===== config.mk =====
export PLATFORM = sky130hd
export DESIGN_NAME = hazard_ctrl_unit
export DESIGN_NICKNAME = d
export VERILOG_FILES = /design/src/rtl/hazard_ctrl_unit.sv
export SDC_FILE = /design/constraint.sdc
export NUM_CORES = 1
export LEC_CHECK = 0
export ABC_AREA = 1
export CORE_AREA = 2 2 86 88
export CTS_CLUSTER_SIZE = 8
export DETAILED_ROUTE_END_ITERATION = 8
export DIE_AREA = 0 0 88 90
export PLACE_DENSITY = 0.83
export SLEW_MARGIN = 40
export SYNTH_ARGS = -nofsm -noshare
export SYNTH_HDL_FRONTEND = slang
export SYNTH_SLANG_ARGS = --single-unit

===== constraint.sdc =====
create_clock -name CLK -period 1.8 [get_ports CLK]
set_input_delay 0.27 -clock CLK [delete_from_list [all_inputs] [get_ports CLK]]
set_output_delay 0.27 -clock CLK [all_outputs]
set_load 0.01 [all_outputs]

===== src/rtl/hazard_ctrl_unit.sv =====
// Pipeline hazard controller for an NSTAGES-deep in-order pipeline.
// Produces per-pipeline-register enable/flush vectors and the PC enable,
// handling data-memory wait, load-use bubbles, branch redirect, fetch
// misses and a halt-drain sequence. Also keeps a saturating stall counter.
//
// Handshake note: there is no valid/ready pair here. ihit and dhit are
// level "complete this cycle" indications sampled every cycle; the unit
// answers combinationally in the same cycle through pc_en/pr_en/pr_flush.
module hazard_ctrl_unit #(
  parameter int NSTAGES   = 5,
  parameter int BR_STAGE  = 2,
  parameter int LU_STALLS = 1,
  parameter int REGW      = 5,
  parameter int CNTW      = 32
) (
  input  logic              CLK,
  input  logic              nRST,
  input  logic              ihit,
  input  logic              dhit,
  input  logic              mem_dren,
  input  logic              mem_dwen,
  input  logic [REGW-1:0]   id_rs,
  input  logic [REGW-1:0]   id_rt,
  input  logic              ex_memread,
  input  logic [REGW-1:0]   ex_rd,
  input  logic              redirect,
  input  logic              id_halt,
  output logic              pc_en,
  output logic [NSTAGES-2:0] pr_en,
  output logic [NSTAGES-2:0] pr_flush,
  output logic              halt_out,
  output logic [CNTW-1:0]   stall_count
);

  localparam int NPR = NSTAGES - 1;
  localparam int CW  = $clog2(NSTAGES) + 1;

  // Registers younger than the resolve stage hold wrong-path instructions.
  localparam logic [NPR-1:0] BR_FLUSH = NPR'((1 << BR_STAGE) - 1);
  // Load-use: IF/ID holds, a bubble goes into ID/EX.
  localparam logic [NPR-1:0] LU_EN    = {{(NPR-1){1'b1}}, 1'b0};
  localparam logic [NPR-1:0] LU_FLUSH = NPR'(2);
  localparam logic [NPR-1:0] IF_FLUSH = NPR'(1);

  typedef enum logic [1:0] {
    RUN      = 2'd0,
    LU_STALL = 2'd1,
    DRAIN    = 2'd2,
    HALTED   = 2'd3
  } state_t;

  state_t          state, state_n;
  logic [CW-1:0]   lu_cnt, lu_cnt_n;
  logic [CW-1:0]   drain_cnt, drain_cnt_n;
  logic            stall_inc;
  logic            dmem_wait;
  logic            lu_hazard;

  assign dmem_wait = (mem_dren | mem_dwen) & ~dhit;
  assign lu_hazard = ex_memread && (ex_rd != '0) &&
                     ((ex_rd == id_rs) || (ex_rd == id_rt));

  // State and bubble/drain counters; a memory wait simply holds everything.
  always_ff @(posedge CLK) begin
    if (!nRST) begin
      state     <= RUN;
      lu_cnt    <= '0;
      drain_cnt <= '0;
    end else begin
      state     <= state_n;
      lu_cnt    <= lu_cnt_n;
      drain_cnt <= drain_cnt_n;
    end
  end

  // Priority-ordered output decode and next-state selection.
  always_comb begin
    state_n     = state;
    lu_cnt_n    = lu_cnt;
    drain_cnt_n = drain_cnt;
    pc_en       = 1'b1;
    pr_en       = '1;
    pr_flush    = '0;
    halt_out    = 1'b0;
    stall_inc   = 1'b0;
    case (state)
      HALTED: begin
        halt_out = 1'b1;
        pc_en    = 1'b0;
        pr_en    = '0;
      end
      DRAIN: begin
        pc_en = 1'b0;
        if (dmem_wait) begin
          pr_en = '0;
        end else begin
          // Redirect is ignored: the HALT is older than any resolving branch.
          pr_flush    = IF_FLUSH;
          drain_cnt_n = drain_cnt + CW'(1);
          if (drain_cnt == CW'(NSTAGES - 3)) state_n = HALTED;
        end
      end
      default: begin
        if (dmem_wait) begin
          pc_en = 1'b0;
          pr_en = '0;
        end else if (redirect) begin
          // A redirect squashes the stalled instruction, so any bubble run ends.
          pr_flush = BR_FLUSH;
          state_n  = RUN;
          lu_cnt_n = '0;
        end else if (lu_hazard || (state == LU_STALL)) begin
          pc_en    = 1'b0;
          pr_en    = LU_EN;
          pr_flush = LU_FLUSH;
          if (state == RUN) begin
            if (LU_STALLS > 1) begin
              state_n  = LU_STALL;
              lu_cnt_n = CW'(1);
            end
          end else if (lu_cnt == CW'(LU_STALLS - 1)) begin
            state_n  = RUN;
            lu_cnt_n = '0;
          end else begin
            lu_cnt_n = lu_cnt + CW'(1);
          end
        end else if (!ihit) begin
          pc_en    = 1'b0;
          pr_flush = IF_FLUSH;
        end else if (id_halt) begin
          pc_en       = 1'b0;
          state_n     = DRAIN;
          drain_cnt_n = '0;
        end
        stall_inc = ~pc_en;
      end
    endcase
  end

  // Saturating count of PC-stalled cycles outside the halt sequence.
  always_ff @(posedge CLK) begin
    if (!nRST) begin
      stall_count <= '0;
    end else if (stall_inc && (stall_count != '1)) begin
      stall_count <= stall_count + CNTW'(1);
    end
  end

endmodule


==> flow_summary.rst, run 1 <==
.. list-table::
   :header-rows: 1

   * - Metric
     - Value
   * - Unrepaired setup endpoints after global routing
     - yes
   * - Instance area after placement
     - 4205 um2
   * - Routability-driven placement congestion ratio
     - 0.8982
   * - Post-synthesis register bit count
     - 42
   * - First-pass GRT wire length
     - 16080 um
   * - Final Routed Wirelength
     - 10290 um
   * - Period utilisation layout
     - 1.025
   * - Die Ht
     - 90 um
   * - LEAKAGE
     - 2.236 nW
   * - Clock tree from TritonCTS
     - built
   * - Deepest level of the CTS H-tree
     - 2
   * - Post-DR wirelength/cell
     - 13.63 um
   * - Length of the first detailed-routing pass in iterations
     - 6
   * - Worst setup EP type
     - flop
   * - Bufs on Longest Clock Path
     - 2
   * - Adder-cell share of the synthesized area
     - 0.01950
   * - Violations in the final reports
     - negative setup slack
   * - Total power per unit cell area
     - 806.0 nW/um2
   * - Highest signal layer in the routed design
     - met4
   * - Number of antenna violations at the first check in global routing
     - 0
   * - Most common cell after layout, fill and taps aside
     - sky130_fd_sc_hd__nand2_1
   * - Number of maximum-capacitance violations
     - 0
   * - Residual antenna-violating net count after detailed routing
     - 0
   * - Dominant combinational cell family by area after synthesis
     - simple AND/OR/NAND/NOR gates
   * - Final Util
     - 0.6543
   * - Count of endpoints failing setup in the final report
     - 8
   * - Startpoint class of the critical path
     - flop
   * - Post-layout instance area
     - 4593 um2
   * - Multiplexer share of the synthesized area
     - 0
   * - Yosys synthesis warning count
     - 0
   * - Worst-case vdd ir drop
     - 0.3913 mV
   * - Clock Sinks
     - 42
   * - Number of port buffers
     - 63
   * - Post-route worst hold slack
     - 0.4971 ns
   * - Total clock buffers created by CTS
     - 5
   * - Critical path class
     - flop to flop
   * - Hold depth
     - 2
   * - Initial cell density of the core
     - 0.4570
   * - Fmax
     - 0.5418 GHz
   * - Total die area
     - 7920 um2
   * - Final net count
     - 684
   * - Total global-route track usage
     - 0.2446
   * - Crit path max fanout
     - 5
   * - Worst-case reg-to-reg path depth
     - 10
   * - Post-Synth Simple-Gate Area
     - 0.4895
   * - Share of post-route cells with drive strength above 1
     - 0.2165
   * - Io pins
     - 66
   * - Number of inserted diodes
     - 0
   * - Synth top area share
     - 0.2621
   * - DR iter-0 viols
     - 359
   * - Mapped Avg Cell Area
     - 5.897 um2
   * - Minimum setup slack in the final design
     - -0.04563 ns
   * - Vias per Instance
     - 5.317
   * - Fraction of the mapped netlist area in compound gates
     - 0.03861
   * - Placement row count
     - 31
   * - Reg clk slew, reported paths
     - 0.10 ns
   * - Detailed-route wire length on metal 1
     - 4195 um
   * - Worst-case clock skew
     - 0.01561 ns
   * - Dominant cells by area after synthesis
     - sky130_fd_sc_hd__dfxtp_1 (26%), sky130_fd_sc_hd__nand2_1 (18%), sky130_fd_sc_hd__inv_1 (11%)
   * - Clock period minus final worst setup slack
     - 1.846 ns
   * - Wire length on met3
     - 727 um
   * - DRC violations left
     - 0
   * - Number of library cell types mapped by synthesis
     - 33
   * - DR WL met2
     - 5061 um
   * - Filler Cells Inserted
     - 568
   * - Most used cells in the layout excluding fill and tap cells
     - sky130_fd_sc_hd__nand2_1 (146), sky130_fd_sc_hd__inv_1 (91), sky130_fd_sc_hd__nor2_1 (69), sky130_fd_sc_hd__buf_4 (52), sky130_fd_sc_hd__clkdlybuf4s50_1 (41)
   * - Overflow left after global routing
     - 0
   * - Chip width
     - 88 um
   * - Vias
     - 4014
   * - Area of the mapped netlist
     - 3208 um2
   * - Post-CTS Hold Buffers
     - 0
   * - Critical path data arrival time
     - 2.09 ns
   * - Maximum number of pins on one net before global-route repair
     - 45
   * - Count of mapped cells out of synthesis
     - 544
   * - Area of combinational cells with multiple inputs
     - 2081 um2
   * - Sequential Area
     - 848.3 um2
   * - Clock latency on the worst-skew pair
     - 0.31 ns
   * - Worst hold path type
     - flop to flop
   * - Max Slew Vio Count
     - 0
   * - Layout overhead on the synthesized area
     - 43.17%
   * - Synthesized-area fraction occupied by xor and xnor cells
     - 0.03822
   * - Vias in the first global route
     - 3624
   * - Hold Vio Cnt, Final
     - 0
   * - Status
     - complete, but fails checks
   * - Sequential element share of the synthesized area
     - 0.2621
   * - Yosys top cell by area
     - sky130_fd_sc_hd__dfxtp_1
   * - HPWL reported at the end of detailed placement
     - 6551 um
   * - Root Buffer Master
     - sky130_fd_sc_hd__clkbuf_8
   * - CP required
     - 2.04 ns
   * - Standard cell core area
     - 7020 um2
==> stage by stage <==
step                worst slack [ns]  cells  total power, mW  setup TNS (ns)
finish                      -0.04563    755            3.702         -0.1629
global route                 -0.1680    755            3.885          -2.837
CTS                         -0.02773    750            3.582        -0.07916
detailed placement           -0.8408    733            2.586          -26.50
global placement             -0.6915    733            2.529          -21.50
floorplan                    0.03433    545            1.992               0
==> cell type report <==
type,count,share of cell area
well taps,99,0.02697
clock inverters,2,0.01308
flip-flops and latches,42,0.1847
clock buffers,6,0.01798
multi-input cells,388,0.4530
repair buffers,120,0.2236
inverters,98,0.08063
==> worst max-delay path: stages (launching register included) <==
cell                      delay (ns)
sky130_fd_sc_hd__dfxtp_1        0.41
sky130_fd_sc_hd__nand2_1        0.12
sky130_fd_sc_hd__nor2_1         0.21
sky130_fd_sc_hd__inv_1          0.15
sky130_fd_sc_hd__nor3_4         0.29
sky130_fd_sc_hd__nand4_1        0.14
sky130_fd_sc_hd__nor2_1         0.17
sky130_fd_sc_hd__nand3_1        0.09
sky130_fd_sc_hd__nand2_1        0.07
sky130_fd_sc_hd__inv_1          0.03
sky130_fd_sc_hd__nor2_1         0.08
==> synth_stat cells <==
library cell / n
sky130_fd_sc_hd__a211o_1: 1
sky130_fd_sc_hd__a211oi_1: 4
sky130_fd_sc_hd__a21oi_1: 11
sky130_fd_sc_hd__buf_1: 5
sky130_fd_sc_hd__buf_2: 3
sky130_fd_sc_hd__buf_4: 7
sky130_fd_sc_hd__buf_6: 2
sky130_fd_sc_hd__clkbuf_1: 2
sky130_fd_sc_hd__clkinv_1: 2
sky130_fd_sc_hd__conb_1: 1
sky130_fd_sc_hd__dfxtp_1: 42
sky130_fd_sc_hd__ha_1: 5
sky130_fd_sc_hd__inv_1: 91
sky130_fd_sc_hd__inv_2: 5
sky130_fd_sc_hd__nand2_1: 150
sky130_fd_sc_hd__nand2_2: 3
sky130_fd_sc_hd__nand2_4: 1
sky130_fd_sc_hd__nand3_1: 40
sky130_fd_sc_hd__nand3_4: 2
sky130_fd_sc_hd__nand3b_1: 1
sky130_fd_sc_hd__nand3b_4: 1
sky130_fd_sc_hd__nand4_1: 35
sky130_fd_sc_hd__nand4_4: 1
sky130_fd_sc_hd__nor2_1: 91
sky130_fd_sc_hd__nor2_2: 4
sky130_fd_sc_hd__nor2_4: 4
sky130_fd_sc_hd__nor3_1: 8
sky130_fd_sc_hd__nor3_4: 1
sky130_fd_sc_hd__o21ai_0: 5
sky130_fd_sc_hd__o21ai_1: 1
sky130_fd_sc_hd__or2_2: 1
sky130_fd_sc_hd__xnor2_1: 4
sky130_fd_sc_hd__xor2_1: 10
==> power by group <==
group          leakage (nW)  switching, mW  internal (mW)
registers             0.345          0.116           1.05
clock network        0.0714          0.370          0.592
logic                  1.82          0.905          0.669
==> kinds of logic (layout without fill, tap and decap cells) <==
group           count (synthesis)  count (layout)
buf+inv                       117             226
flops                          42              42
compound gates                 22              22
other cells                     1               2
xor+xnor                       14              14
fa+ha+maj                       5               5
simple gates                  343             345
==> path summary, 6_finish.rpt <==
kind | from | endpoint | slack (ns)
worst max register to register | stall_count[9] | stall_count[29] | -0.05
worst min register to register | drain_cnt[3] | drain_cnt[3] | 0.50
worst min-delay path | drain_cnt[3] | drain_cnt[3] | 0.50
worst max-delay path | stall_count[9] | stall_count[29] | -0.05
==> sequential cells by signal, indices dropped and copies added, names as in the netlist <==
| name | flops |
|---|---|
| stall_count | 32 |
| lu_cnt | 4 |
| drain_cnt | 4 |
| state | 2 |
==> layer usage <==
layer / up-vias / GRT usage
li1: 1916 / -
met1: 1846 / 0.3147
met2: 206 / 0.4141
met3: 46 / 0.03581
met4: 0 / 0.07821
met5: - / 0
==> repair_timing <==
action,4_1_cts,5_1_grt
gates resized for setup,56,57
setup endpoints to repair,39,39
gates cloned,2,0
pin swaps,20,34
setup buffers,7,5
No activity file was read; power rests on OpenSTA's default activity.
==> run 2, diff against run 1 <==
--- a/config.mk
+++ b/config.mk
@@ -11,6 +11,7 @@
 export DETAILED_ROUTE_END_ITERATION = 8
 export DIE_AREA = 0 0 88 90
 export PLACE_DENSITY = 0.83
+export SETUP_SLACK_MARGIN = 0.02
 export SLEW_MARGIN = 40
 export SYNTH_ARGS = -nofsm -noshare
 export SYNTH_HDL_FRONTEND = slang
==> flow_summary.rst, run 2 (synthesis gave the netlist of run 1 again) <==
.. list-table::
   :header-rows: 1

   * - Metric
     - Value
   * - Hold Vio Cnt, Final
     - 0 (unchanged)
   * - Gate power share
     - 0.428 (+0.003)
   * - Minimum setup slack in the final design
     - -0.02210 ns (+0.02353 ns)
   * - R2R setup slack
     - -0.02 ns (+0.02 ns)
   * - Vias
     - 3965 (-1.2%)
   * - Length of the first detailed-routing pass in iterations
     - 5 (-1)
   * - Slowest library cell on the worst path
     - sky130_fd_sc_hd__dfxtp_1
   * - Deepest level of the CTS H-tree
     - 2 (unchanged)
   * - Share of total power in the clock network
     - 0.258 (-0.002)
   * - Io pins
     - 66 (unchanged)
   * - Worst hold path type
     - flop to flop
   * - Chip width
     - 88 um (unchanged)
   * - Dpl cells
     - 733 (unchanged)
   * - Worst-case vdd ir drop
     - 0.4535 mV (+16%)
   * - Period utilisation layout
     - 1.012 (-0.01307)
   * - Clock tree from TritonCTS
     - built
   * - Number of port buffers
     - 63 (unchanged)
   * - Count of endpoints failing setup in the final report
     - 1 (-7)
   * - Vias per Instance
     - 5.252 (-1.2%)
   * - Switch share
     - 0.3740 (-0.001767)
   * - Die Ht
     - 90 um (unchanged)
   * - Total global-route track usage
     - 0.2446 (unchanged)
   * - LEAKAGE
     - 2.213 nW (-1.0%)
   * - Residual antenna-violating net count after detailed routing
     - 0 (unchanged)
   * - Biggest registers after layout
     - stall_count: 32 flops, drain_cnt: 4 flops, lu_cnt: 4 flops
   * - Status
     - complete, but fails checks
   * - Total power
     - 3.712 mW (+0.26%)
   * - DR iter-0 viols
     - 252 (-30%)
   * - Total power per unit cell area
     - 808.1 nW/um2 (+0.26%)
   * - Most used cells in the layout excluding fill and tap cells
     - sky130_fd_sc_hd__nand2_1 (145), sky130_fd_sc_hd__inv_1 (89), sky130_fd_sc_hd__nor2_1 (65), sky130_fd_sc_hd__buf_4 (52), sky130_fd_sc_hd__clkdlybuf4s50_1 (41)
   * - Maximum number of pins on one net before global-route repair
     - 45 (unchanged)
   * - Final Routed Wirelength
     - 10080 um (-2.0%)
   * - Startpoint class of the critical path
     - flop
   * - Total clock buffers created by CTS
     - 5 (unchanged)
   * - Vias in the first global route
     - 3661 (+1.0%)
   * - Number of maximum-capacitance violations
     - 0 (unchanged)
   * - Reg clk slew, reported paths
     - 0.10 ns (about the same)
   * - Placement row count
     - 31 (unchanged)
   * - Post-CTS Hold Buffers
     - 0 (unchanged)
   * - Critical path data arrival time
     - 2.04 ns (-0.05 ns)
   * - Filler Cells Inserted
     - 568 (unchanged)
   * - CP required
     - 2.02 ns (-0.02 ns)
   * - Overflow left after global routing
     - 0 (unchanged)
   * - Root Buffer Master
     - sky130_fd_sc_hd__clkbuf_8
   * - Crit path max fanout
     - 7 (+2)
   * - First-pass GRT wire length
     - 15990 um (-0.60%)
   * - Fmax
     - 0.5488 GHz (+1.3%)
   * - Post-DR wirelength/cell
     - 13.35 um (-2.0%)
   * - Most common cell after layout, fill and taps aside
     - sky130_fd_sc_hd__nand2_1
   * - Final net count
     - 684 (unchanged)
   * - Bufs on Longest Clock Path
     - 2 (unchanged)
   * - Layout overhead on the synthesized area
     - 43.17% (unchanged)
   * - Share of post-route cells with drive strength above 1
     - 0.2302 (+0.01372)
   * - Total die area
     - 7920 um2 (unchanged)
   * - CP most frequent cell
     - sky130_fd_sc_hd__nand2_1
   * - Sequential share of power
     - 0.315 (about the same)
   * - HPWL reported at the end of detailed placement
     - 6551 um (unchanged)
   * - Worst-case clock skew
     - 0.01385 ns (-0.001760 ns)
   * - Total Neg Setup Slack
     - -0.02210 ns (+0.1408 ns)
   * - Number of inserted diodes
     - 0 (unchanged)
   * - Critical path class
     - flop to flop
   * - Worst setup EP type
     - flop
   * - Delay contributed by the slowest stage of the critical path
     - 0.48 ns (+0.07 ns)
   * - Clock latency on the worst-skew pair
     - 0.31 ns (about the same)
   * - Routability-driven placement congestion ratio
     - 0.8982 (unchanged)
   * - Clock period minus final worst setup slack
     - 1.822 ns (-0.02353 ns)
   * - Number of flip-flops in the largest register
     - 32 (unchanged)
   * - Largest register by flop count
     - stall_count
   * - Violations in the final reports
     - negative setup slack
   * - Net Switching
     - 1.388 mW (-0.21%)
   * - Initial cell density of the core
     - 0.4570 (unchanged)
   * - Number of antenna violations at the first check in global routing
     - 0 (unchanged)
   * - Instance area after placement
     - 4205 um2 (unchanged)
   * - Unrepaired setup endpoints after global routing
     - yes
   * - CP cell instances
     - nand2_1, nor2_1, nand2_1, nor3_1, nand2_1, nand2_1, nand2_1, inv_1, nand4_1, nand2_1, nor2_2
   * - Standard cell core area
     - 7020 um2 (unchanged)
   * - DRC violations left
     - 0 (unchanged)
   * - Clock Sinks
     - 42 (unchanged)
   * - Non-filler instance count after layout
     - 755 (unchanged)
   * - Post-layout instance area
     - 4593 um2 (unchanged)
   * - Post-route worst hold slack
     - 0.5021 ns (+0.004969 ns)
   * - Int Power
     - 2.324 mW (+0.54%)
   * - Max Slew Vio Count
     - 0 (unchanged)
==> run 2: cell count changes in the layout (fill, tap and decap cells not counted), moves of 2 or more <==
cell	change
sky130_fd_sc_hd__buf_2	+2
sky130_fd_sc_hd__clkbuf_2	+2
sky130_fd_sc_hd__dlygate4sd2_1	-4
sky130_fd_sc_hd__inv_1	-2
sky130_fd_sc_hd__inv_2	+2
sky130_fd_sc_hd__nand3_1	+2
sky130_fd_sc_hd__nand3_2	-3
sky130_fd_sc_hd__nor2_1	-4
sky130_fd_sc_hd__nor2_4	+3
==> run 2: final timing paths <==
check | startpoint | to | depth (start not counted)
max | stall_count[13] | stall_count[25] | 11
min | drain_cnt[3] | drain_cnt[3] | 2
max reg2reg | stall_count[13] | stall_count[25] | 11
min reg2reg | drain_cnt[3] | drain_cnt[3] | 2
==> run 2: what timing repair did <==
| action | CTS | global route |
|---|---|---|
| setup buffers | 7 | 5 |
| pin swaps | 21 | 44 |
| cloned | 2 | 0 |
| setup endpoints to repair | 39 | 39 |
| gates resized for setup | 67 | 64 |
==> run 2: area by class of cell <==
type	count	area [um2]	share of cell area
Clock inverter	2	60.06	0.01308
Multi-Input combinational cell	388	2095	0.4560
Sequential cell	42	849.6	0.1850
Inverter	98	370.4	0.08063
Timing Repair Buffer	120	1012	0.2204
Clock buffer	6	82.58	0.01798
Tap cell	99	123.9	0.02697
==> run 2: per-stage QoR <==
step                        util  worst slack, ns
after global placement    0.5990          -0.6915
after floorplan                -          0.03433
after CTS                 0.6389         -0.03366
after detailed placement  0.5990          -0.8408
after global routing      0.6543          -0.1445
final                     0.6543         -0.02210
==> run 2: worst max-delay path: cells and delay by family, from the launching register on <==
family | cells | cell delay [ns]
buffers and inverters | 1 | 0.07
and+or+nand+nor | 10 | 1.18
DFF | 1 | 0.48
==> run 2: metal layers <==
layer / GRT usage / vias to the layer above / wire length, um / share of wire
li1: - / 1914 / - / -
met1: 0.3011 / 1813 / 4079 / 0.40
met2: 0.4198 / 194 / 4989 / 0.49
met3: 0.04591 / 44 / 687 / 0.068
met4: 0.08333 / 0 / 323 / 0.032
met5: 0 / - / 0 / 0
==> run 2: power groups by stage <==
stage	clock network, mW	registers [mW]	logic [mW]
2_1_floorplan	0	1.22	0.772
3_3_place_gp	0	1.16	1.36
3_5_place_dp	0	1.17	1.42
4_1_cts	0.959	1.16	1.48
5_1_grt	0.996	1.18	1.73
6_report	0.957	1.17	1.59
==> run 3, diff against run 2 <==
--- a/config.mk
+++ b/config.mk
@@ -6,10 +6,13 @@
 export NUM_CORES = 1
 export LEC_CHECK = 0
 export ABC_AREA = 1
-export CORE_AREA = 2 2 86 88
+export CELL_PAD_IN_SITES_DETAIL_PLACEMENT = 2
+export CELL_PAD_IN_SITES_GLOBAL_PLACEMENT = 2
+export CORE_AREA = 2 2 119 121
 export CTS_CLUSTER_SIZE = 8
 export DETAILED_ROUTE_END_ITERATION = 8
-export DIE_AREA = 0 0 88 90
+export DIE_AREA = 0 0 121 123
+export GPL_ROUTABILITY_DRIVEN = 0
 export PLACE_DENSITY = 0.83
 export SETUP_SLACK_MARGIN = 0.02
 export SLEW_MARGIN = 40
==> flow_summary.rst, run 3 (synthesis gave the netlist of run 1 again) <==
.. list-table::
   :header-rows: 1

   * - Metric
     - Value
   * - Endpoint of the worst hold-timing path
     - drain_cnt[2]
   * - Status
     - complete, but fails checks
   * - Worst setup EP type
     - flop
   * - Transition time of the tightest slew-check pin
     - 0.6114 ns
   * - Count of endpoints failing setup in the final report
     - 32 (+31)
   * - Overflow left after global routing
     - 0 (unchanged)
   * - Non-filler instance count after layout
     - 856 (+13%)
   * - Crit path max fanout
     - 5 (-2)
   * - Start point of the critical path
     - stall_count[8]
   * - Worst slew margin relative to its limit
     - 0.5924
   * - Final Util
     - 0.3826 (-0.2717)
   * - Hold Vio Cnt, Final
     - 0 (unchanged)
   * - Max Slew Vio Count
     - 0 (unchanged)
   * - DR iter-0 viols
     - 63 (-75%)
   * - Residual antenna-violating net count after detailed routing
     - 0 (unchanged)
   * - LEAKAGE
     - 2.367 nW (+6.9%)
   * - Clock latency on the worst-skew pair
     - 0.31 ns (about the same)
   * - Total global-route track usage
     - 0.2177 (-0.02692)
   * - Number of antenna violations at the first check in global routing
     - 0 (unchanged)
   * - Clock tree from TritonCTS
     - built
   * - First-pass GRT wire length
     - 25290 um (+58%)
   * - Minimum setup slack in the final design
     - -0.1752 ns (-0.1531 ns)
   * - Vias
     - 4140 (+4.4%)
   * - Period utilisation layout
     - 1.097 (+0.08508)
   * - Instance area after placement
     - 4477 um2 (+6.5%)
   * - Worst hold start
     - drain_cnt[2]
   * - Largest register by flop count
     - stall_count
   * - Die Ht
     - 123 um (+37%)
   * - Layout overhead on the synthesized area
     - 62.32%
   * - Vias per Instance
     - 4.836 (-7.9%)
   * - Slowest library cell on the worst path
     - sky130_fd_sc_hd__dfxtp_1
   * - Worst-case reg-to-reg path depth
     - 11 (unchanged)
   * - Biggest registers after layout
     - stall_count: 32 flops, drain_cnt: 4 flops, lu_cnt: 4 flops
   * - Io pins
     - 66 (unchanged)
   * - Final Routed Wirelength
     - 16440 um (+63%)
   * - Worst hold path type
     - flop to flop
   * - Delay contributed by the slowest stage of the critical path
     - 0.43 ns (-0.05 ns)
   * - Number of port buffers
     - 63 (unchanged)
   * - Length of the first detailed-routing pass in iterations
     - 4 (-1)
   * - Most common cell after layout, fill and taps aside
     - sky130_fd_sc_hd__nand2_1
   * - Share of post-route cells with drive strength above 1
     - 0.3550 (+0.1248)
   * - DRC violations left
     - 0 (unchanged)
   * - Worst-case clock skew
     - 0.009969 ns (-0.003883 ns)
   * - Number of maximum-capacitance violations
     - 0 (unchanged)
   * - R2R setup slack
     - -0.18 ns (-0.15 ns)
   * - CP required
     - 2.04 ns (+0.02 ns)
   * - Total clock buffers created by CTS
     - 5 (unchanged)
   * - Dpl cells
     - 835 (+14%)
   * - Total power
     - 4.270 mW (+15%)
   * - Hold depth
     - 2 (unchanged)
   * - Vias in the first global route
     - 4827 (+32%)
   * - Reg clk slew, reported paths
     - 0.07 ns (-0.03 ns)
   * - Standard cell core area
     - 13610 um2 (+94%)
   * - Unrepaired setup endpoints after global routing
     - yes
   * - Bufs on Longest Clock Path
     - 2 (unchanged)
   * - Post-layout instance area
     - 5207 um2 (+13%)
   * - Chip width
     - 121 um (+38%)
   * - Fmax
     - 0.5063 GHz (-7.8%)
   * - Number of inserted diodes
     - 0 (unchanged)
   * - Initial cell density of the core
     - 0.2357 (-0.2213)
   * - Deepest level of the CTS H-tree
     - 2 (unchanged)
   * - Root Buffer Master
     - sky130_fd_sc_hd__clkbuf_16
   * - Startpoint class of the critical path
     - flop
   * - CP most frequent cell
     - sky130_fd_sc_hd__nor2_1
   * - CP cell instances
     - nand2_1, inv_1, nand3_4, nor2_4, nand2_2, nor2_4, nand2_2, nor2_1, xor2_1, nor2_1, nor2_1
   * - Clock Sinks
     - 42 (unchanged)
   * - Post-CTS Hold Buffers
     - 0 (unchanged)
   * - Worst-case vdd ir drop
     - 0.3855 mV (-15%)
   * - Total power per unit cell area
     - 820.0 nW/um2 (+1.5%)
   * - Post-DR wirelength/cell
     - 19.20 um (+44%)
   * - Most used cells in the layout excluding fill and tap cells
     - sky130_fd_sc_hd__nand2_1 (108), sky130_fd_sc_hd__inv_1 (79), sky130_fd_sc_hd__buf_4 (66), sky130_fd_sc_hd__nor2_1 (62), sky130_fd_sc_hd__clkdlybuf4s50_1 (40)
   * - Critical path class
     - flop to flop
   * - Worst reg2reg path startpoint
     - stall_count[8]
   * - Total die area
     - 14880 um2 (+88%)
   * - Clock period minus final worst setup slack
     - 1.975 ns (+0.1531 ns)
   * - Number of flip-flops in the largest register
     - 32 (unchanged)
   * - Maximum number of pins on one net before global-route repair
     - 44 (-2.2%)
   * - Final net count
     - 704 (+2.9%)
   * - HPWL reported at the end of detailed placement
     - 9877 um (+51%)
   * - Placement row count
     - 43 (+39%)
   * - Reg-to-reg endpoint
     - stall_count[27]
   * - Critical path data arrival time
     - 2.21 ns (+0.17 ns)
   * - Violations in the final reports
     - negative setup slack
[run 3: repair_timing]
item | 4_1_cts | 5_1_grt
endpoints found under the setup margin | 45 | 44
buffers inserted | 13 | 7
pin swaps | 63 | 62
gates cloned | 1 | 0
resized for setup | 165 | 76
[run 3: metrics by stage]
step	hold slack, ns	setup slack (ns)	TNS, ns
3_3_place_gp	0.4821	-0.6155	-17.17
6_report	0.5324	-0.1752	-3.466
3_5_place_dp	0.5216	-0.8097	-24.29
2_1_floorplan	0.4663	0.03433	0
4_1_cts	0.5313	-0.1448	-2.512
5_1_grt	0.5548	-0.2946	-6.615
[run 3: final cells by class]
class                   count  area (um2)
clock buffers               5       125.1
clock inverters             3       40.04
flip-flops and latches     42       850.8
inverters                  98       370.4
multi-input cells         386        2364
fillers                  1612        8404
repair buffers            142        1232
well taps                 180       225.2
[run 3: worst max-delay path by stage]
stage	to	cells past startpoint
6_report	stall_count[27]	11
5_1_grt	stall_count[27]	12
4_1_cts	stall_count[17]	14
3_5_place_dp	pr_en[0]	13
3_3_place_gp	pr_en[0]	13
2_1_floorplan	stall_count[28]	13
[run 3: worst max-delay path, delay by kind of cell (launching register included)]
family,cells,cell delay (ns)
DFF,1,0.43
buffers and inverters,1,0.16
xor gates and xnor gates,1,0.22
and+or+nand+nor,9,1.09
[run 3: where the power goes]
group / switching, mW / leakage, nW / internal [mW] / total (mW)
registers: 0.122 / 0.345 / 1.06 / 1.18
clock network: 0.447 / 0.0836 / 0.652 / 1.10
logic: 1.18 / 1.94 / 0.815 / 1.99
[run 3: per-layer routing]
| layer | wire, um | up-vias | global-route usage | part of all wire |
|---|---|---|---|---|
| met4 | 543 | 0 | 0.08648 | 0.033 |
| met5 | 0 | - | 0 | 0 |
| met3 | 360 | 38 | 0.03137 | 0.022 |
| met2 | 9153 | 87 | 0.4315 | 0.56 |
| li1 | - | 1942 | - | - |
| met1 | 6378 | 2073 | 0.2285 | 0.39 |
